**config.mk**
```make
export PLATFORM = sky130hd
export DESIGN_NAME = mem_arbiter
export DESIGN_NICKNAME = d
export VERILOG_FILES = /design/src/rtl/mem_arb_pkg.sv /design/src/rtl/mem_arb_prio.sv /design/src/rtl/mem_arbiter.sv
export SDC_FILE = /design/constraint.sdc
export NUM_CORES = 1
export LEC_CHECK = 0
export CELL_PAD_IN_SITES_DETAIL_PLACEMENT = 0
export CELL_PAD_IN_SITES_GLOBAL_PLACEMENT = 2
export CORE_MARGIN = 5
export CORE_UTILIZATION = 28
export CTS_BUF_LIST = sky130_fd_sc_hd__clkbuf_4 sky130_fd_sc_hd__clkbuf_8
export CTS_CLUSTER_DIAMETER = 30
export DETAILED_ROUTE_END_ITERATION = 6
export GPL_TIMING_DRIVEN = 0
export PLACE_DENSITY = 0.9
export SLEW_MARGIN = 15
export SYNTH_ARGS = -nofsm -noshare
export SYNTH_HDL_FRONTEND = slang
export SYNTH_HIERARCHICAL = 1
export SYNTH_SLANG_ARGS = --single-unit
```
**constraint.sdc**
```tcl
create_clock -name clk -period 5.4 [get_ports clk]
set_input_delay 1.62 -clock clk [delete_from_list [all_inputs] [get_ports clk]]
set_output_delay 1.62 -clock clk [all_outputs]
set_load 0.02 [all_outputs]
```
**src/rtl/mem_arb_pkg.sv**
```systemverilog
// Purpose : shared types and constants for the external-memory arbiter.
// Latency : n/a (definitions only).
// Backpressure: n/a.
//
// Contents: FSM state enum, owner encodings and memory width codes.
package mem_arb_pkg;

    typedef enum logic [1:0] {
        ST_IDLE    = 2'd0,
        ST_ISSUE   = 2'd1,
        ST_WAIT_RD = 2'd2
    } state_t;

    localparam logic OWNER_CART = 1'b0;
    localparam logic OWNER_USB  = 1'b1;

    localparam logic [1:0] WIDTH_8  = 2'b01;
    localparam logic [1:0] WIDTH_16 = 2'b10;
    localparam logic [1:0] WIDTH_32 = 2'b11;

endpackage

```
**src/rtl/mem_arb_prio.sv**
```systemverilog
// Purpose : cart/USB grant decision with a starvation guard for USB.
// Latency : grant is combinational from the request levels; streak updates on clk.
// Backpressure: grants only when arb_en is high; otherwise requests simply wait.
//
// Ports:
//   clk, rst      clock and synchronous active-high reset
//   arb_en        arbitration allowed this cycle
//   in_idle       arbiter FSM is in IDLE (used for streak clearing)
//   c_req, u_req  request levels from cart and USB
//   grant_cart    cart wins this cycle
//   grant_usb     USB wins this cycle
module mem_arb_prio #(
    parameter int MAX_CART_STREAK = 8
) (
    input  logic clk,
    input  logic rst,
    input  logic arb_en,
    input  logic in_idle,
    input  logic c_req,
    input  logic u_req,
    output logic grant_cart,
    output logic grant_usb
);

    localparam logic [7:0] MAX_S = 8'(MAX_CART_STREAK);

    // Number of consecutive cart grants made while USB was waiting.
    logic [7:0] streak;

    always_comb begin
        grant_cart = 1'b0;
        grant_usb  = 1'b0;
        if (arb_en) begin
            // Cart keeps priority until USB has been passed over MAX_S times.
            if (c_req && (!u_req || (streak < MAX_S))) begin
                grant_cart = 1'b1;
            end else if (u_req) begin
                grant_usb = 1'b1;
            end
        end
    end

    always_ff @(posedge clk) begin
        if (rst) begin
            streak <= '0;
        end else if (grant_usb) begin
            streak <= '0;
        end else if (in_idle && !u_req) begin
            // Nobody is starving, so the guard starts over.
            streak <= '0;
        end else if (grant_cart && u_req && (streak < MAX_S)) begin
            streak <= streak + 8'd1;
        end
    end

endmodule

```
**src/rtl/mem_arbiter.sv**
```systemverilog
// Purpose : shares one external-memory port between the GBA cart path and the USB FIFO path.
// Latency : request sampled in IDLE at edge N -> mem strobe + ack at edge N+1 at the earliest.
// Backpressure: ISSUE holds until the matching mem ready; requesters hold their level until ack.
//
// Ports:
//   clk, rst                        clock, synchronous active-high reset
//   c_rd/c_wr/c_addr/c_width/...    cart request side; c_ack, c_rd_data, c_rd_valid back
//   u_rd/u_wr/u_addr/u_wr_data      USB request side;  u_ack, u_rd_data, u_rd_valid back
//   mem_rd_ready/mem_wr_ready       memory accepts read / write
//   mem_rd_valid/mem_rd_data        read return from memory
//   mem_rd/mem_wr/mem_addr/...      registered one-cycle command strobes and payload
//   owner, busy, timeout_err        status (timeout_err is sticky until rst)
module mem_arbiter
    import mem_arb_pkg::*;
#(
    parameter int ADDR_W          = 26,
    parameter int DATA_W          = 32,
    parameter int MAX_CART_STREAK = 8,
    parameter int RD_TIMEOUT      = 1024
) (
    input  logic              clk,
    input  logic              rst,
    // cart side
    input  logic              c_rd,
    input  logic              c_wr,
    input  logic [ADDR_W-1:0] c_addr,
    input  logic [1:0]        c_width,
    input  logic [DATA_W-1:0] c_wr_data,
    output logic              c_ack,
    output logic [DATA_W-1:0] c_rd_data,
    output logic              c_rd_valid,
    // USB side
    input  logic              u_rd,
    input  logic              u_wr,
    input  logic [ADDR_W-1:0] u_addr,
    input  logic [DATA_W-1:0] u_wr_data,
    output logic              u_ack,
    output logic [DATA_W-1:0] u_rd_data,
    output logic              u_rd_valid,
    // memory side
    input  logic              mem_rd_ready,
    input  logic              mem_wr_ready,
    input  logic              mem_rd_valid,
    input  logic [DATA_W-1:0] mem_rd_data,
    output logic              mem_rd,
    output logic              mem_wr,
    output logic [ADDR_W-1:0] mem_addr,
    output logic [1:0]        mem_data_width,
    output logic [DATA_W-1:0] mem_wr_data,
    // status
    output logic              owner,
    output logic              busy,
    output logic              timeout_err
);

    localparam int          TW       = $clog2(RD_TIMEOUT) + 1;
    localparam logic [TW-1:0] TMO_LAST = TW'(RD_TIMEOUT - 1);

    state_t        state;
    state_t        state_next;
    logic          op_rd;        // granted operation is a read
    logic [TW-1:0] tmo_cnt;

    logic arb_en;
    logic grant_cart;
    logic grant_usb;
    logic issue_fire;
    logic rd_done;
    logic rd_tmo;

    // No arbitration during the ack cycle: the requester only drops its level
    // after seeing ack, so the still-high request must not be granted twice.
    assign arb_en = (state == ST_IDLE) && !c_ack && !u_ack;
    assign busy   = (state != ST_IDLE);

    mem_arb_prio #(
        .MAX_CART_STREAK(MAX_CART_STREAK)
    ) u_prio (
        .clk        (clk),
        .rst        (rst),
        .arb_en     (arb_en),
        .in_idle    (state == ST_IDLE),
        .c_req      (c_rd | c_wr),
        .u_req      (u_rd | u_wr),
        .grant_cart (grant_cart),
        .grant_usb  (grant_usb)
    );

    // ---------------------------------------------------------------
    // FSM
    // ---------------------------------------------------------------
    always_ff @(posedge clk) begin
        if (rst) begin
            state <= ST_IDLE;
        end else begin
            state <= state_next;
        end
    end

    always_comb begin
        state_next = state;
        issue_fire = 1'b0;
        rd_done    = 1'b0;
        rd_tmo     = 1'b0;
        case (state)
            ST_IDLE: begin
                if (grant_cart || grant_usb) begin
                    state_next = ST_ISSUE;
                end
            end
            ST_ISSUE: begin
                // No timeout here: a stalled memory holds the command forever.
                if (op_rd ? mem_rd_ready : mem_wr_ready) begin
                    issue_fire = 1'b1;
                    state_next = op_rd ? ST_WAIT_RD : ST_IDLE;
                end
            end
            ST_WAIT_RD: begin
                // Valid data wins over a coincident timeout.
                if (mem_rd_valid) begin
                    rd_done    = 1'b1;
                    state_next = ST_IDLE;
                end else if (tmo_cnt == TMO_LAST) begin
                    rd_tmo     = 1'b1;
                    state_next = ST_IDLE;
                end
            end
            default: begin
                state_next = ST_IDLE;
            end
        endcase
    end

    // ---------------------------------------------------------------
    // Datapath and registered outputs
    // ---------------------------------------------------------------
    always_ff @(posedge clk) begin
        if (rst) begin
            op_rd          <= 1'b0;
            owner          <= OWNER_CART;
            mem_rd         <= 1'b0;
            mem_wr         <= 1'b0;
            mem_addr       <= '0;
            mem_data_width <= '0;
            mem_wr_data    <= '0;
            c_ack          <= 1'b0;
            u_ack          <= 1'b0;
            c_rd_data      <= '0;
            c_rd_valid     <= 1'b0;
            u_rd_data      <= '0;
            u_rd_valid     <= 1'b0;
            timeout_err    <= 1'b0;
            tmo_cnt        <= '0;
        end else begin
            mem_rd     <= 1'b0;
            mem_wr     <= 1'b0;
            c_ack      <= 1'b0;
            u_ack      <= 1'b0;
            c_rd_valid <= 1'b0;
            u_rd_valid <= 1'b0;

            // Capture the winner's command; a requester with rd and wr both
            // high gets its read served first.
            if (grant_cart) begin
                owner          <= OWNER_CART;
                op_rd          <= c_rd;
                mem_addr       <= c_addr;
                mem_data_width <= c_width;
                mem_wr_data    <= c_wr_data;
            end else if (grant_usb) begin
                owner          <= OWNER_USB;
                op_rd          <= u_rd;
                mem_addr       <= u_addr;
                mem_data_width <= WIDTH_32;
                mem_wr_data    <= u_wr_data;
            end

            if (issue_fire) begin
                mem_rd  <= op_rd;
                mem_wr  <= !op_rd;
                tmo_cnt <= '0;
                if (owner == OWNER_USB) begin
                    u_ack <= 1'b1;
                end else begin
                    c_ack <= 1'b1;
                end
            end else if (state == ST_WAIT_RD) begin
                tmo_cnt <= tmo_cnt + TW'(1);
            end

            // Return path: real data, or all-ones when the read is abandoned.
            if (rd_done || rd_tmo) begin
                if (owner == OWNER_USB) begin
                    u_rd_data  <= rd_done ? mem_rd_data : '1;
                    u_rd_valid <= 1'b1;
                end else begin
                    c_rd_data  <= rd_done ? mem_rd_data : '1;
                    c_rd_valid <= 1'b1;
                end
            end

            if (rd_tmo) begin
                timeout_err <= 1'b1;
            end
        end
    end

endmodule

```
# After elaboration in Yosys (flattened, before gate mapping)
# Cells that the tools add are included.
dict set report word_totals {
  output_inout_bits 133
  register_bits 154
}
dict set report classes {
  n_reduce_logical 24
  addsub 2
  bitwise_logic 5
  n_mux 30
  eq_ne 6
  n_lt_le_gt_ge 1
}
# operator count
set op_table {}
lappend op_table {{32-bit two-way mux} 3}
lappend op_table {{26-bit two-way mux} 2}
lappend op_table {{1-bit two-way mux} 17}
lappend op_table {{2-bit two-way mux} 7}
lappend op_table {{11-bit by 1-bit adder with 11-bit output (second input constant)} 1}
lappend op_table {{11-bit by 10-bit equality test with 1-bit output (second input constant)} 1}
lappend op_table {{8-bit by 1-bit adder with 8-bit output (second input constant)} 1}
lappend op_table {{8-bit by 4-bit < comparator with 1-bit output (second input constant)} 1}
lappend op_table {{2-bit OR reduction} 4}
lappend op_table {{1-bit logical AND} 6}
lappend op_table {{2-bit one-hot mux with 3 select lines} 1}
lappend op_table {{1-bit zero test} 4}
lappend op_table {{2-bit inequality test (second input constant)} 2}
lappend op_table {{2-bit AND reduction} 2}
lappend op_table {{2-bit nonzero test} 2}
lappend op_table {{1-bit logical OR} 3}
lappend op_table {{3-bit inequality test (second input constant)} 1}
lappend op_table {{1-bit inverter} 3}
lappend op_table {{3-bit AND reduction} 1}
lappend op_table {{3-bit OR reduction} 1}
lappend op_table {{2-bit by 1-bit equality test with 1-bit output (second input constant)} 1}
lappend op_table {{2-bit equality test (second input constant)} 1}
lappend op_table {{2-bit zero test} 1}
lappend op_table {{1-bit OR} 2}

# Depth between registers and ports, before layout
# Gate-level depths: netlist of run 1.
dict set report depth {
  word_depth 9
  depth_mapped 10
}

# By module
# The synthesis of run 1 kept the hierarchy.
# mod cells_per_inst area_each_um2 instances
set by_module_without_submodules {}
lappend by_module_without_submodules {mem_arbiter 662 6630.1 1}
lappend by_module_without_submodules {mem_arb_prio 34 355.3 1}

# Worst setup path before layout of run 1
# Ideal clock, no wire load.
dict set report synth_timing {
  path_kind {input-to-reg}
  startpoint {in c_wr}
  endpoint {reg mem_wr_data[0]}
  setup_time_ps 128
  arrival_ps 3107
  n_path_buf 2
  slack_ps 2165
  stages 8
  path_cell_list {or2_2 -> nor4b_4 -> a21boi_2 -> buf_2 -> buf_2 -> mux2_2 -> mux2i_1 -> nor2_1}
}
dict set report synth_between {
  elab_chain_cells 5
  elab_cells_between_ends 8
}
# element line_no
set synth_rtl {}
lappend synth_rtl {{start: declaration} mem_arbiter.sv:25} ;# input logic c_wr,
lappend synth_rtl {{1-bit OR} mem_arbiter.sv:83} ;# .c_req (c_rd | c_wr),
lappend synth_rtl {{1-bit logical AND} mem_arb_prio.sv:35} ;# if (c_req && (!u_req || (streak < MAX_S))) begin
lappend synth_rtl {{1-bit two-way mux} mem_arb_prio.sv:35}
lappend synth_rtl {{1-bit two-way mux} mem_arb_prio.sv:33} ;# if (arb_en) begin
lappend synth_rtl {{net grant_usb} mem_arbiter.sv:66} ;# logic grant_usb;
lappend synth_rtl {{2-bit nonzero test (no source line)} -}
lappend synth_rtl {{end signal: assignment} mem_arbiter.sv:169} ;# mem_wr_data <= c_wr_data;
lappend synth_rtl {{end signal: assignment} mem_arbiter.sv:175} ;# mem_wr_data <= u_wr_data;
lappend synth_rtl {{end: declaration} mem_arbiter.sv:49} ;# output logic [DATA_W-1:0] mem_wr_data,
# The timed path passes the listed nets, and every way through them passes these cells.
# A chain may end at the register's enable or synchronous reset.

# Worst setup path after layout of run 1
dict set report layout_timing {
  startpoint {in c_rd}
  endpoint {reg mem_addr[20]}
}
dict set report layout_between {
  elab_chain_cells 5
  elab_cells_between_ends 8
}
# element line_no
set layout_rtl {}
lappend layout_rtl {{start: declaration} mem_arbiter.sv:24} ;# input logic c_rd,
lappend layout_rtl {{1-bit OR} mem_arbiter.sv:83}
lappend layout_rtl {{1-bit logical AND} mem_arb_prio.sv:35}
lappend layout_rtl {{1-bit two-way mux} mem_arb_prio.sv:35}
lappend layout_rtl {{1-bit two-way mux} mem_arb_prio.sv:33}
lappend layout_rtl {{net grant_usb} mem_arbiter.sv:66}
lappend layout_rtl {{2-bit nonzero test (no source line)} -}
lappend layout_rtl {{end signal: assignment} mem_arbiter.sv:167} ;# mem_addr <= c_addr;
lappend layout_rtl {{end signal: assignment} mem_arbiter.sv:173} ;# mem_addr <= u_addr;
lappend layout_rtl {{end: declaration} mem_arbiter.sv:47} ;# output logic [ADDR_W-1:0] mem_addr,
# The timed path passes the listed nets, and every way through them passes these cells.

==> impl_metrics.tcl, run 1 <==
set metrics [dict create \
    start_util_pct 28.6 \
    arrival_ns 3.85 \
    numPortBuffers 291 \
    drive_gt1_share_pct 20.9 \
    die_h_um 168 \
    routed_wl_um 23900 \
    wl_per_cell_um 17.8 \
    ys_types 55 \
    cap_violations 0 \
    gr-total-overflow 0 \
    insertion_delay_ns 0.46 \
    track_usage_pct 16.5 \
    yosysWarningCount 6 \
    slew_violations 0 \
    syn_nets 857 \
    clock-root-buffer "clkbuf_8" \
    die-width_um 168 \
    cp-start-kind "input pin" \
    grt_first_pass_wirelength_um 36600 \
    hp-class "register to register" \
    fin_crit_sh_pct 65.3 \
    power_density_nw_per_um2 266 \
    outcome "completed" \
    grt_max_degree 17 \
    area_delta_synth_final_pct 53.5 \
    ir_drop_mv 0.191 \
    post_cts_resized 0 \
    synth_ff_type "dfxtp_1" \
    first_pass_iters 4 \
    synth-edff-count 0 \
    cts_hold_buffers 0 \
    final.setup_skew_ns 0.0253 \
    cpMostUsedCell "buf_2" \
    crit_slowest_cell "clkdlybuf4s50_1" \
    final_cell_mix "clkdlybuf4s50_1 (291), nor2_1 (202), dfxtp_1 (154), mux2i_1 (64), a211oi_2 (60)" \
    p_leak_nw 4.15 \
    hold_violations 0 \
    ys_ff_latch 154 \
    cpLargestDelayFamily "buffers and inverters" \
    synth_area_um2 6990 \
    timing.critical_path.buf_inv 3 \
    route.detailed.drc 0 \
    setup_viol 0 \
    htree_levels 4 \
    cts_tree "done" \
    period_needed_ns 3.52 \
    worstPathRequired_ns 5.73 \
    final_common_cell "clkdlybuf4s50_1" \
    slew-limit-headroom_pct 48.6 \
    via_count 6174 \
    clkSinkCount 154 \
    drt_iter0_markers 280 \
    post_cts_buffers 0 \
    cts_buffers 17 \
    critPathMaxFanout 10 \
    synthCells 696 \
    globalplace.congestion 0.739 \
    path_cells "clkdlybuf4s50_1, or2_2, nor4b_4, a21boi_2, buf_2, buf_2, mux2_2, mux2i_1, nor2_1" \
    path_clk_slew_ns 0.10 \
    io_pins 292 \
    antenna_found_initial 1 \
    fin_nets 1167 \
    ys_seq_area_share_pct 44.1 \
    async_flop_share_pct 0 \
    p_total_w 0.00285 \
    crit_path_max_incr_delay_ns 0.41 \
    viasPerCell 4.60 \
    syn-mean-instance-area_um2 10.0 \
    grt_pass1_vias 6399 \
    place_hpwl_um 18500 \
    core_um2 24500 \
    crit_type "input pin to register" \
    die_area_um2 28200 \
    end_kind "register" \
    ant_nets 0 \
    rows 57 \
    rsz0062_at_grt "false" \
    fmax_mhz 284 \
    fin_setup_tns_ns 0 \
    worstMarginPinSlew_ns 0.771 \
    cts_buffer_depth 2 \
]
==> per-stage QoR <==
stage	setup slack [ns]	std cells	utilization, %	cell area [um^2]	hold WS, ns
6_report	1.88	1343	43.8	10700	0.467
5_1_grt	1.74	1343	43.8	10700	0.510
4_1_cts	1.83	1342	43.8	10700	0.472
3_5_place_dp	1.32	1311	42.1	10300	0.453
3_3_place_gp	1.34	1311	42.1	10300	0.450
2_1_floorplan	2.17	696	-	6990	0.441
==> worst paths after layout <==
check / startpoint / endpoint / slack (ns) / cells past startpoint
setup reg to reg: state[0] / mem_addr[20] / 2.62 / 10
setup / recovery: c_rd / mem_addr[20] / 1.88 / 9
hold reg to reg: u_prio/streak[3] / u_prio/streak[3] / 0.47 / 1
hold / removal: u_prio/streak[3] / u_prio/streak[3] / 0.47 / 1
==> worst reg2reg max path, stage by stage, from the launching register on <==
cell and delay (ns):
dfxtp_1 0.35, buf_4 0.18, or2_2 0.32, nor3_1 0.20
and2_1 0.21, a21boi_2 0.21, buf_2 0.25, buf_2 0.37
mux2_2 0.38, mux2i_1 0.14, nor2_1 0.05
==> kinds of logic after synthesis <==
group | share of synthesized area, %
simple gates | 18.1
compound gates | 13.5
mux | 18.7
xor+xnor | 0.502
flops | 44.1
fa+ha+maj | 0.358
buf+inv | 4.78
==> report_power, final <==
part	internal, W	switching (W)	leakage (nW)
clock network	0.000474	0.000478	0.212
registers	0.00120	0.0000355	1.25
logic	0.000360	0.000305	2.68
==> Yosys cell counts, types with 2 or more instances <==
master / n / area [um^2]
a211oi_1: 4 / 30.0
a211oi_2: 60 / 751
a21oi_1: 6 / 30.0
and2_2: 5 / 37.5
and3b_1: 4 / 35.0
buf_2: 27 / 135
buf_4: 9 / 67.6
buf_6: 6 / 67.6
clkbuf_1: 12 / 45.0
dfxtp_1: 154 / 3080
ha_1: 2 / 25.0
inv_1: 4 / 15.0
mux2_2: 59 / 664
mux2i_1: 64 / 641
nand2_1: 4 / 15.0
nand2b_1: 2 / 12.5
nand3_1: 4 / 20.0
nand4_1: 2 / 12.5
nand4_4: 2 / 42.5
nor2_1: 202 / 758
nor2b_1: 6 / 37.5
nor3_1: 7 / 35.0
nor4_1: 3 / 18.8
o21ai_0: 5 / 25.0
o31ai_1: 6 / 45.0
or2_2: 3 / 18.8
or4_1: 4 / 30.0
xor2_1: 3 / 26.3
==> final cells by class <==
class                   count  area (um^2)
clock inverters            13          168
diodes                      1         2.50
repair buffers            291         2910
clock buffers              18          248
well taps                 324          405
fillers                  2436        13700
flip-flops and latches    154         3080
inverters                   4         15.0
multi-input cells         483         3570
plain buffers              55          319
==> state kept, by name (all words and copies together), names as in the netlist, 2 cells and up <==
| name | flops |
|---|---|
| tmo_cnt | 11 |
| state | 2 |
| mem_wr_data | 32 |
| c_rd_data | 32 |
| u_rd_data | 32 |
| u_prio/streak | 8 |
| mem_addr | 26 |
| mem_data_width | 2 |
==> per-layer routing <==
metal | up-vias | track usage (%) | wire, um
met3 | 20 | 7.81 | 2550
met4 | 0 | 3.88 | 297
li1 | 3041 | - | -
met5 | - | 0 | 0
met1 | 2885 | 19.2 | 9700
met2 | 228 | 27.8 | 11300
No activity file was read; power rests on OpenSTA's default activity.
==> run 2: changes to the inputs <==
--- a/config.mk
+++ b/config.mk
@@ -8,12 +8,12 @@
 export CELL_PAD_IN_SITES_DETAIL_PLACEMENT = 0
 export CELL_PAD_IN_SITES_GLOBAL_PLACEMENT = 2
 export CORE_MARGIN = 5
-export CORE_UTILIZATION = 28
+export CORE_UTILIZATION = 23
 export CTS_BUF_LIST = sky130_fd_sc_hd__clkbuf_4 sky130_fd_sc_hd__clkbuf_8
 export CTS_CLUSTER_DIAMETER = 30
 export DETAILED_ROUTE_END_ITERATION = 6
 export GPL_TIMING_DRIVEN = 0
-export PLACE_DENSITY = 0.9
+export PLACE_DENSITY = 0.8
 export SLEW_MARGIN = 15
 export SYNTH_ARGS = -nofsm -noshare
 export SYNTH_HDL_FRONTEND = slang
==> constraint.sdc (replaced) <==
create_clock -name clk -period 2.9 [get_ports clk]
set_input_delay 0.87 -clock clk [delete_from_list [all_inputs] [get_ports clk]]
set_output_delay 0.87 -clock clk [all_outputs]
set_load 0.02 [all_outputs]
==> run 2 against run 1 <==
Non-clock buffer count is the same; final cell count increased by 4.9%; combinational power up 86%; global-route usage down 2.2 points; first-iteration DRC count is 53% lower; clock skew down 0.0098 ns; routed wire length rose by 4.4%; via count is 0.97% lower; sequential share of layout area down 0.23 points; sequential cell count unchanged; worst setup slack worse by 1.7 ns; die area is 20% higher; critical path type is now register to primary output; largest cell class unchanged.
==> impl_metrics.tcl, run 2 (synthesis gave the netlist of run 1 again) <==
set metrics [dict create \
    outcome "completed" \
    power_density_nw_per_um2 492 \
    clockPowerShare_pct 33.4 \
    final_cell_mix "clkdlybuf4s50_1 (291), nor2_1 (202), dfxtp_1 (154), mux2i_1 (64), a211oi_2 (60)" \
    period_needed_ns 2.70 \
    hold_depth 1 \
    reg_top3 "c_rd_data x32, mem_wr_data x32, u_rd_data x32" \
    die-width_um 184 \
    route.detailed.drc 0 \
    die_area_um2 34000 \
    switching_share_pct 29.9 \
    fill_cells 3109 \
    worstMarginPinSlew_ns 0.791 \
    htree_levels 4 \
    core_um2 29800 \
    crit_type "register to primary output" \
    rsz0062_at_grt "false" \
    arrival_ns 1.83 \
    start_util_pct 23.4 \
    clock-root-buffer "clkbuf_8" \
    grt_pass1_vias 6435 \
    grt_max_degree 17 \
    reg2reg_depth 10 \
    end_kind "primary output" \
    via_count 6114 \
    final_common_cell "clkdlybuf4s50_1" \
    numPortBuffers 291 \
    cts_buffer_depth 2 \
    globalplace.congestion 0.752 \
    slew-limit-headroom_pct 47.2 \
    io_pins 292 \
    track_usage_pct 14.3 \
    instances_no_fill 1409 \
    gr-total-overflow 0 \
    ant_nets 0 \
    cts_tree "done" \
    dp.cells 1377 \
    wl_per_cell_um 17.7 \
    p_comb_share_pct 23.4 \
    cts_hold_buffers 0 \
    n_antenna_cell 0 \
    seqPwrFrac_pct 43.2 \
    worstPathRequired_ns 2.03 \
    p_sw_w 0.00159 \
    setup_viol 0 \
    hold_violations 0 \
    fin_nets 1167 \
    critPathMaxFanout 10 \
    first_pass_iters 4 \
    cts_buffers 17 \
    routed_wl_um 24900 \
    insertion_delay_ns 0.45 \
    place_hpwl_um 19300 \
    internal_power_w 0.00373 \
    whs_ns 0.479 \
    hp-class "register to register" \
    p_leak_nw 4.13 \
    antenna_found_initial 1 \
    fin_crit_sh_pct 93.1 \
    drt_iter0_markers 133 \
    rows 63 \
    grt_first_pass_wirelength_um 37700 \
    fmax_mhz 370 \
    clkSinkCount 154 \
    path_clk_slew_ns 0.09 \
    cp-start-kind "register" \
    drive_gt1_share_pct 21.0 \
    area_delta_synth_final_pct 54.7 \
    die_h_um 184 \
    cap_violations 0 \
    viasPerCell 4.34 \
    slew_violations 0 \
    ir_drop_mv 0.266 \
    final.setup_skew_ns 0.0154 \
]
[run 2: cell types whose count changed in the layout (fill, tap and decap cells not counted), sizes merged]
cell      delta
clkbuf       +5
buf          -4
clkinv       -3
clkinvlp     +2
inv          +2
bufinv       -1
diode        -1
[run 2: worst paths after layout]
check | slack [ns] | to | startpoint
max | 0.20 | busy | state[1]
min | 0.48 | u_prio/streak[3] | u_prio/streak[3]
max reg2reg | 0.22 | mem_addr[4] | state[1]
min reg2reg | 0.48 | u_prio/streak[3] | u_prio/streak[3]
[run 2: worst max-delay path, stage by stage (launching register included)]
cell	delay, ns
dfxtp_1	0.34
buf_4	0.17
or2_2	0.33
clkdlybuf4s50_1	0.55
[run 2: repair_timing]
item / in CTS / in global routing
resized for setup: 0 / 4
setup endpoints to repair: 0 / 44
buffers inserted: 0 / 0
[run 2: per-stage QoR]
step | setup WS [ns] | util (%) | area (um^2) | total power (W) | setup TNS (ns)
floorplan | 0.415 | - | 6990 | 0.00300 | 0
global placement | -0.392 | 34.9 | 10400 | 0.00360 | -19.25
detailed placement | -0.399 | 34.9 | 10400 | 0.00361 | -19.28
CTS | 0.0814 | 36.2 | 10800 | 0.00542 | 0
global route | 0.0191 | 36.3 | 10800 | 0.00560 | 0
finish | 0.199 | 36.3 | 10800 | 0.00532 | 0
[run 2: layout make-up]
type	instances	area (um^2)	share of cell area, %
Tap cell	390	488	4.51
Inverter	4	15.0	0.139
Buffer	55	329	3.04
Timing Repair Buffer	291	2910	26.9
Clock buffer	19	255	2.36
Clock inverter	13	158	1.46
Sequential cell	154	3080	28.5
Multi-Input combinational cell	483	3570	33.0
[run 2: power groups by stage]
| stage | clock [W] | sequential [W] | combinational [W] |
|---|---|---|---|
| 3_5_place_dp | 0 | 0.00235 | 0.00126 |
| 4_1_cts | 0.00185 | 0.00230 | 0.00127 |
| 3_3_place_gp | 0 | 0.00234 | 0.00126 |
| 2_1_floorplan | 0 | 0.00247 | 0.000527 |
| 5_1_grt | 0.00194 | 0.00232 | 0.00135 |
| 6_report | 0.00178 | 0.00230 | 0.00124 |
[run 2: layer usage]
metal  routed length, um  vias up  global-route usage [%]
met4                 123        2                    2.22
li1                    -     3040                       -
met2               11400      219                    23.2
met1               10600     2844                    17.1
met5                  20        -                       0
met3                2820        9                    7.87
==> run 3: changes to the inputs <==
--- a/config.mk
+++ b/config.mk
@@ -8,12 +8,12 @@
 export CELL_PAD_IN_SITES_DETAIL_PLACEMENT = 0
 export CELL_PAD_IN_SITES_GLOBAL_PLACEMENT = 2
 export CORE_MARGIN = 5
-export CORE_UTILIZATION = 23
+export CORE_UTILIZATION = 26
 export CTS_BUF_LIST = sky130_fd_sc_hd__clkbuf_4 sky130_fd_sc_hd__clkbuf_8
 export CTS_CLUSTER_DIAMETER = 30
 export DETAILED_ROUTE_END_ITERATION = 6
 export GPL_TIMING_DRIVEN = 0
-export PLACE_DENSITY = 0.8
+export PLACE_DENSITY = 0.85
 export SLEW_MARGIN = 15
 export SYNTH_ARGS = -nofsm -noshare
 export SYNTH_HDL_FRONTEND = slang
==> constraint.sdc (replaced) <==
create_clock -name clk -period 3 [get_ports clk]
set_input_delay 0.9 -clock clk [delete_from_list [all_inputs] [get_ports clk]]
set_output_delay 0.9 -clock clk [all_outputs]
set_load 0.02 [all_outputs]
==> run 3 against run 2 <==
Worst setup slack gained 0.058 ns; non-clock buffer count did not move; sequential power down 3%; sequential cell count is the same; critical path type is now input pin to register.
==> impl_metrics.tcl, run 3 (synthesis gave the netlist of run 1 again) <==
set metrics [dict create \
    outcome "completed" \
    ir_drop_mv 0.251 \
    whs_ns 0.474 \
    routed_wl_um 24100 \
    p_leak_nw 4.12 \
    place_ws_ns -0.346 \
    grt_pass1_vias 6459 \
    r2r-start "state[1]" \
    crit_type "input pin to register" \
    crit_slowest_cell "clkdlybuf4s50_1" \
    post_cts_buffers 0 \
    place_hpwl_um 18700 \
    path_cells "clkdlybuf4s50_1, or2_2, nor4b_4, a21boi_2, buf_2, buf_2, mux2_2, mux2i_1, nor2_1" \
    via_count 6154 \
    insertion_delay_ns 0.46 \
    multiInputGateArea_um2 3570 \
    numPortBuffers 291 \
    route.detailed.drc 0 \
    utilization_pct 40.1 \
    ant_nets 0 \
    clock-root-buffer "clkbuf_8" \
    instances_no_fill 1360 \
    gr-total-overflow 0 \
    period_needed_ns 2.74 \
    end_kind "register" \
    reg_top3 "c_rd_data x32, mem_wr_data x32, u_rd_data x32" \
    drt_iter0_markers 282 \
    rrSetupSlack_ns 0.29 \
    htree_levels 4 \
    worstPathRequired_ns 3.33 \
    grt_max_degree 17 \
    crit_start "c_rd" \
    final.setup_skew_ns 0.0207 \
    ff_latch_area_um2 3080 \
    globalplace.congestion 0.739 \
    path_clk_slew_ns 0.10 \
    fin_nets 1167 \
    track_usage_pct 15.6 \
    cp-start-kind "input pin" \
    cap_violations 0 \
    io_pins 292 \
    final_common_cell "clkdlybuf4s50_1" \
    n_antenna_cell 0 \
    die_area_um2 30200 \
    setup_viol 0 \
    cts_tree "done" \
    arrival_ns 3.07 \
    die_h_um 174 \
    worstMarginPinSlew_ns 0.776 \
    drive_gt1_share_pct 21.0 \
    fmax_mhz 365 \
    fin_crit_sh_pct 91.4 \
    worst_slack_ns 0.257 \
    cts_buffers 17 \
    grt_first_pass_wirelength_um 37500 \
    hp-class "register to register" \
    hold_violations 0 \
    first_pass_iters 4 \
    cts_buffer_depth 2 \
    fill_cells 2717 \
    cpMostUsedCell "buf_2" \
    crit_path_max_incr_delay_ns 0.41 \
    start_util_pct 26.1 \
    core_um2 26700 \
    antenna_found_initial 0 \
    viasPerCell 4.53 \
    dp.cells 1328 \
    area_delta_synth_final_pct 53.5 \
    hold_path.startpoint "u_prio/streak[3]" \
    wl_per_cell_um 17.7 \
    rsz0062_at_grt "false" \
    critPathMaxFanout 10 \
    clkSinkCount 154 \
    final_cell_mix "clkdlybuf4s50_1 (291), nor2_1 (202), dfxtp_1 (154), mux2i_1 (64), a211oi_2 (60)" \
    slew_violations 0 \
    slew-limit-headroom_pct 48.3 \
    power_density_nw_per_um2 471 \
    die-width_um 174 \
    rows 60 \
]
run 3: worst max-delay path: cells and delay by family:
| kind | cells | cell delay (ns) |
|---|---|---|
| AND/OR/NAND/NOR | 3 | 0.50 |
| buffers and inverters | 3 | 1.01 |
| AO/OA/AOI/OAI | 1 | 0.17 |
| multiplexers | 2 | 0.50 |
run 3: timing repair:
| action | 4_1_cts | 5_1_grt |
|---|---|---|
| resized for setup | 0 | 3 |
| endpoints found under the setup margin | 0 | 7 |
| hold buffers | 0 | 0 |
run 3: metal layers:
layer	wire length, um	vias up	share of wire (%)	global-route usage [%]
met5	0	-	0	0
met1	10200	2876	42	18.4
met2	11000	228	46	25.7
li1	-	3034	-	-
met4	199	0	0.82	3.20
met3	2650	16	11	8.05
run 3: final cells by class:
type | count | area share, %
plain buffers | 55 | 3.02
clock buffers | 19 | 2.44
clock inverters | 13 | 1.25
inverters | 4 | 0.140
multi-input cells | 483 | 33.3
flip-flops and latches | 154 | 28.7
well taps | 341 | 3.98
repair buffers | 291 | 27.2
run 3: metrics by stage:
step	setup TNS (ns)	power, W	instance area [um^2]
after floorplan	0	0.00290	6990
after detailed placement	-13.97	0.00348	10300
after global placement	-13.71	0.00348	10300
final	0	0.00505	10700
after global routing	0	0.00531	10700
after CTS	0	0.00514	10700
run 3: report_power, final:
group | total [W] | internal [W] | switching (W)
sequential | 0.00222 | 0.00216 | 0.0000622
clock | 0.00162 | 0.000722 | 0.000903
combinational | 0.00120 | 0.000650 | 0.000554
run 3: worst paths after layout:
check | endpoint | cells past startpoint
hold / removal | u_prio/streak[3] | 1
setup / recovery | mem_addr[7] | 9
setup reg to reg | mem_addr[7] | 10
hold reg to reg | u_prio/streak[3] | 1
==> variant 1: new RTL, config.mk and constraints of run 1 <==
The 3 states of `state_t` get a one-hot encoding in 3 bits.
--- a/src/rtl/mem_arb_pkg.sv
+++ b/src/rtl/mem_arb_pkg.sv
@@ -5,10 +5,10 @@
 // Contents: FSM state enum, owner encodings and memory width codes.
 package mem_arb_pkg;
 
-    typedef enum logic [1:0] {
-        ST_IDLE    = 2'd0,
-        ST_ISSUE   = 2'd1,
-        ST_WAIT_RD = 2'd2
+    typedef enum logic [2:0] {
+        ST_IDLE    = 3'b001,
+        ST_ISSUE   = 3'b010,
+        ST_WAIT_RD = 3'b100
     } state_t;
 
     localparam logic OWNER_CART = 1'b0;
Check against the original RTL: no difference found for any inputs over 4 cycles, from zero or initial values and one cycle with rst high; so few cycles prove little.
==> variant 1 against run 1 <==
Wire length grew 2.9%. Critical path depth shrank 1. Sequential share of layout area grew 0.64 points. Register-to-register slack lost 0.31 ns. Final cell count grew 6.7%. Non-clock buffer count shrank 2. Total power grew 26%. Sequential cell count grew 1. Synthesized area shrank 2.2%. Synthesized cell count grew 13%. First-iteration DRC count grew 1.1%. Worst setup slack lost 0.28 ns. Final area shrank 1.6%. Count of clock-buffer cells in the layout grew 3. Largest power group unchanged.
==> variant 1: results (changes against run 1) <==
[finish]
final_layout_size_suffix_gt1_share_pct=9.30  ; -12 points
fillCellCount=2434  ; -0.082%
nets=1256  ; +7.6%
instances_no_fill=1433  ; +6.7%

[route]
drtIter0Drc=283  ; +1.1%
top_layer=met5
m1WireLength_mm=10.3  ; +5.8%
wl_met3_mm=2.89  ; +13%
via_per_inst=4.39  ; -4.5%

[sta]
slew_headroom_pct=48.9  ; +0.35 points
whs_ns=0.457  ; -0.00976 ns

[grt]
grt_use_met1_pct=20.9  ; +1.7 points
grtUsageTotal_pct=17.7  ; +1.1 points
use_met2_pct=28.3  ; +0.45 points
grt_pass1_vias=6523  ; +1.9%
global_route.usage.met3_pct=9.43  ; +1.6 points

[logic_synthesis]
ys_seq_area_share_pct=45.4  ; +1.3 points
syn_nets=947  ; +11%
synthTopCellsByArea=dfxtp_1, nor2_1, mux2i_1
syn_inst=786  ; +13%
synth_cell_type_count=42  ; -24%
synth_xor_area_share_pct=1.41  ; +0.91 points

[pwr]
intPower_mw=2.31  ; +14%
power_frac_clock_pct=26.2  ; -7.2 points

[setup_path]
r2r_slack_ns=2.31  ; -0.31 ns

[outcome]
status=complete, no violations

[place]
place_congestion=0.796  ; +7.7%

-- variant 1: changes by cell type in the layout (fill, tap and decap cells not counted), moves of 9 or more --
cell / before / now
inv_1: 4 / 65
a211oi_1: 4 / 23
clkbuf_1: 12 / 38
a21oi_1: 6 / 67
nor2_1: 202 / 211
mux2_2: 59 / 1
buf_2: 27 / 7
nand2b_1: 2 / 38
a211oi_2: 60 / 41
buf_4: 9 / 0
-- variant 1: worst paths after layout --
check,startpoint,to,cells past startpoint
hold reg to reg,u_rd_data[21]$_SDFFE_PP0P_,u_rd_data[21]$_SDFFE_PP0P_,2
setup / recovery,u_rd,mem_wr_data[14]$_SDFFE_PP0P_,8
setup reg to reg,u_prio/streak[3]$_SDFFE_PP0P_,mem_wr_data[14]$_SDFFE_PP0P_,8
hold / removal,u_rd_data[21]$_SDFFE_PP0P_,u_rd_data[21]$_SDFFE_PP0P_,2
-- variant 1: critical path: stages --
cell and delay [ns]:
clkdlybuf4s50_1 0.44, or2_2 0.32, a21oi_1 0.13, clkbuf_1 0.38
clkbuf_1 0.52, clkbuf_1 0.53, a21oi_1 0.13, nor2_1 0.11
-- variant 1: area by class of cell --
cell class	instances	area (sq um)	area share (%)
Buffer	54	256	2.43
Clock inverter	11	133	1.26
Clock buffer	21	283	2.68
Antenna cell	1	2.50	0.0237
Inverter	65	244	2.31
Tap cell	324	405	3.84
Timing Repair Buffer	290	2900	27.5
Sequential cell	155	3100	29.4
Multi-Input combinational cell	512	3230	30.6
-- variant 1: through the flow --
step	power [mW]	instance area, sq um	setup slack (ns)
4_1_cts	3.64	10600	1.64
2_1_floorplan	2.10	6830	2.06
3_5_place_dp	2.68	10100	1.14
6_report	3.60	10600	1.59
5_1_grt	3.82	10600	1.40
3_3_place_gp	2.69	10100	1.16
==> variant 2: new RTL, settings of run 1 <==
Made on the original files. `ADDR_W`: 26 -> 13.
--- a/src/rtl/mem_arbiter.sv
+++ b/src/rtl/mem_arbiter.sv
@@ -13,7 +13,7 @@
 module mem_arbiter
     import mem_arb_pkg::*;
 #(
-    parameter int ADDR_W          = 26,
+    parameter int ADDR_W          = 13,
     parameter int DATA_W          = 32,
     parameter int MAX_CART_STREAK = 8,
     parameter int RD_TIMEOUT      = 1024
Interface: changed (resized c_addr, mem_addr and u_addr); port bits go from 292 to 253. The function was not compared with the original's and may differ.
==> variant 2 against run 1 <==
Wire length decreased by 16%. Sequential cell count down 13. Synthesized cell count decreased by 8.0%. Final area is 10% lower. Worst setup slack gained 0.012 ns. Synthesized area down 8.7%. Core utilization decreased by 1.0 points. Total power down 12%. Critical endpoint is now mem_wr_data[18]$_SDFFE_PP0P_. Largest cell class unchanged.
==> variant 2: results (changes against run 1) <==
[outcome]
status=complete, no violations

[grt]
grtUsageTotal_pct=15.3  ; -1.2 points
grt_pass1_vias=5801  ; -9.3%
antenna_found_initial=0  ; -1
grt_pass1_wl_mm=32.0  ; -13%

[setup_path]
r2r_slack_ns=2.69  ; +0.07 ns
startpoint=c_wr
critPathCapture=mem_wr_data[18]$_SDFFE_PP0P_

[place]
placed_area_sq_um=9260  ; -10%
dp_slack_ns=1.41  ; +0.0827 ns
placedCellCount=1177  ; -10%
place_congestion=0.756  ; +2.2%
dp_hpwl_mm=15.7  ; -15%

[finish]
multi_input_gates=444  ; -8.1%
multiInputGateArea_sq_um=3240  ; -9.1%
area_share_nonclk_buffers_pct=29.3  ; -0.88 points
clkCellAreaFrac_pct=3.95  ; +0.072 points
clkbuf_count=19  ; +1
final_util_pct=42.8  ; -1.0 points
num_antenna_cells=0  ; -1
seq_share_pct=29.3  ; +0.53 points
nets=1046  ; -10%
final_layout_size_suffix_gt1_share_pct=20.8  ; -0.099 points
nNonClkBuffers=303  ; -12%

[logic_synthesis]
ys_seq_area_share_pct=44.3  ; +0.12 points
synth_mux_area_share_pct=16.1  ; -2.6 points
synthTopCellsByArea=dfxtp_1, a211oi_2, nor2_1
syn_nets=775  ; -9.6%
synth-compound-area-share_pct=14.8  ; +1.3 points
syn_inst=640  ; -8.0%
synth_fa_ha_area_share_pct=0.392  ; +0.034 points
synth_commonest_cells=nor2_1, dfxtp_1, a211oi_2
synth_xor_area_share_pct=0.549  ; +0.048 points

[sta]
slew_headroom_pct=50.9  ; +2.3 points
whs_ns=0.476  ; +0.00869 ns
skew_ns=0.0188  ; -0.00642 ns
setup_slack_ns=1.89  ; +0.0123 ns

[clock_network]
clkSinkCount=141  ; -8.4%
clk_latency_ns=0.44  ; -0.02 ns
clk_pin_slew_ns=0.08  ; -0.02 ns
cts_setup_buffers=0  ; unchanged

[route]
drtIter0Drc=187  ; -33%
wl_per_cell_microns=16.7  ; -6.1%
vias=5494  ; -11%
drt_pass1_iterations=4  ; unchanged
totalWireLength_mm=20.1  ; -16%

[pwr]
intPower_mw=1.81  ; -11%
peakVddDrop_mv=0.150  ; -21%

[variant 2: power groups by stage]
stage / sequential [mW] / combinational [mW] / clock, mW
4_1_cts: 1.12 / 0.551 / 0.892
6_report: 1.12 / 0.542 / 0.854
2_1_floorplan: 1.20 / 0.235 / 0
3_5_place_dp: 1.15 / 0.548 / 0
5_1_grt: 1.13 / 0.585 / 0.929
3_3_place_gp: 1.14 / 0.547 / 0
[variant 2: metal layers]
metal	track usage [%]	vias up	routed length, microns
met5	0	-	0
met3	7.31	14	2090
li1	-	2765	-
met1	18.5	2511	8900
met4	3.45	0	197
met2	24.8	204	8960
[variant 2: worst max-delay path, cell delays in order]
cell,delay [ns]
clkdlybuf4s50_1,0.41
or2_2,0.32
nor4b_4,0.15
a21boi_2,0.17
clkbuf_1,0.26
buf_2,0.31
mux2_2,0.37
mux2i_1,0.15
nor2_1,0.06
[variant 2: logic make-up after synthesis]
family | Yosys count
xor+xnor | 4
simple gates | 253
flops | 141
compound gates | 88
buf+inv | 55
mux | 97
fa+ha+maj | 2
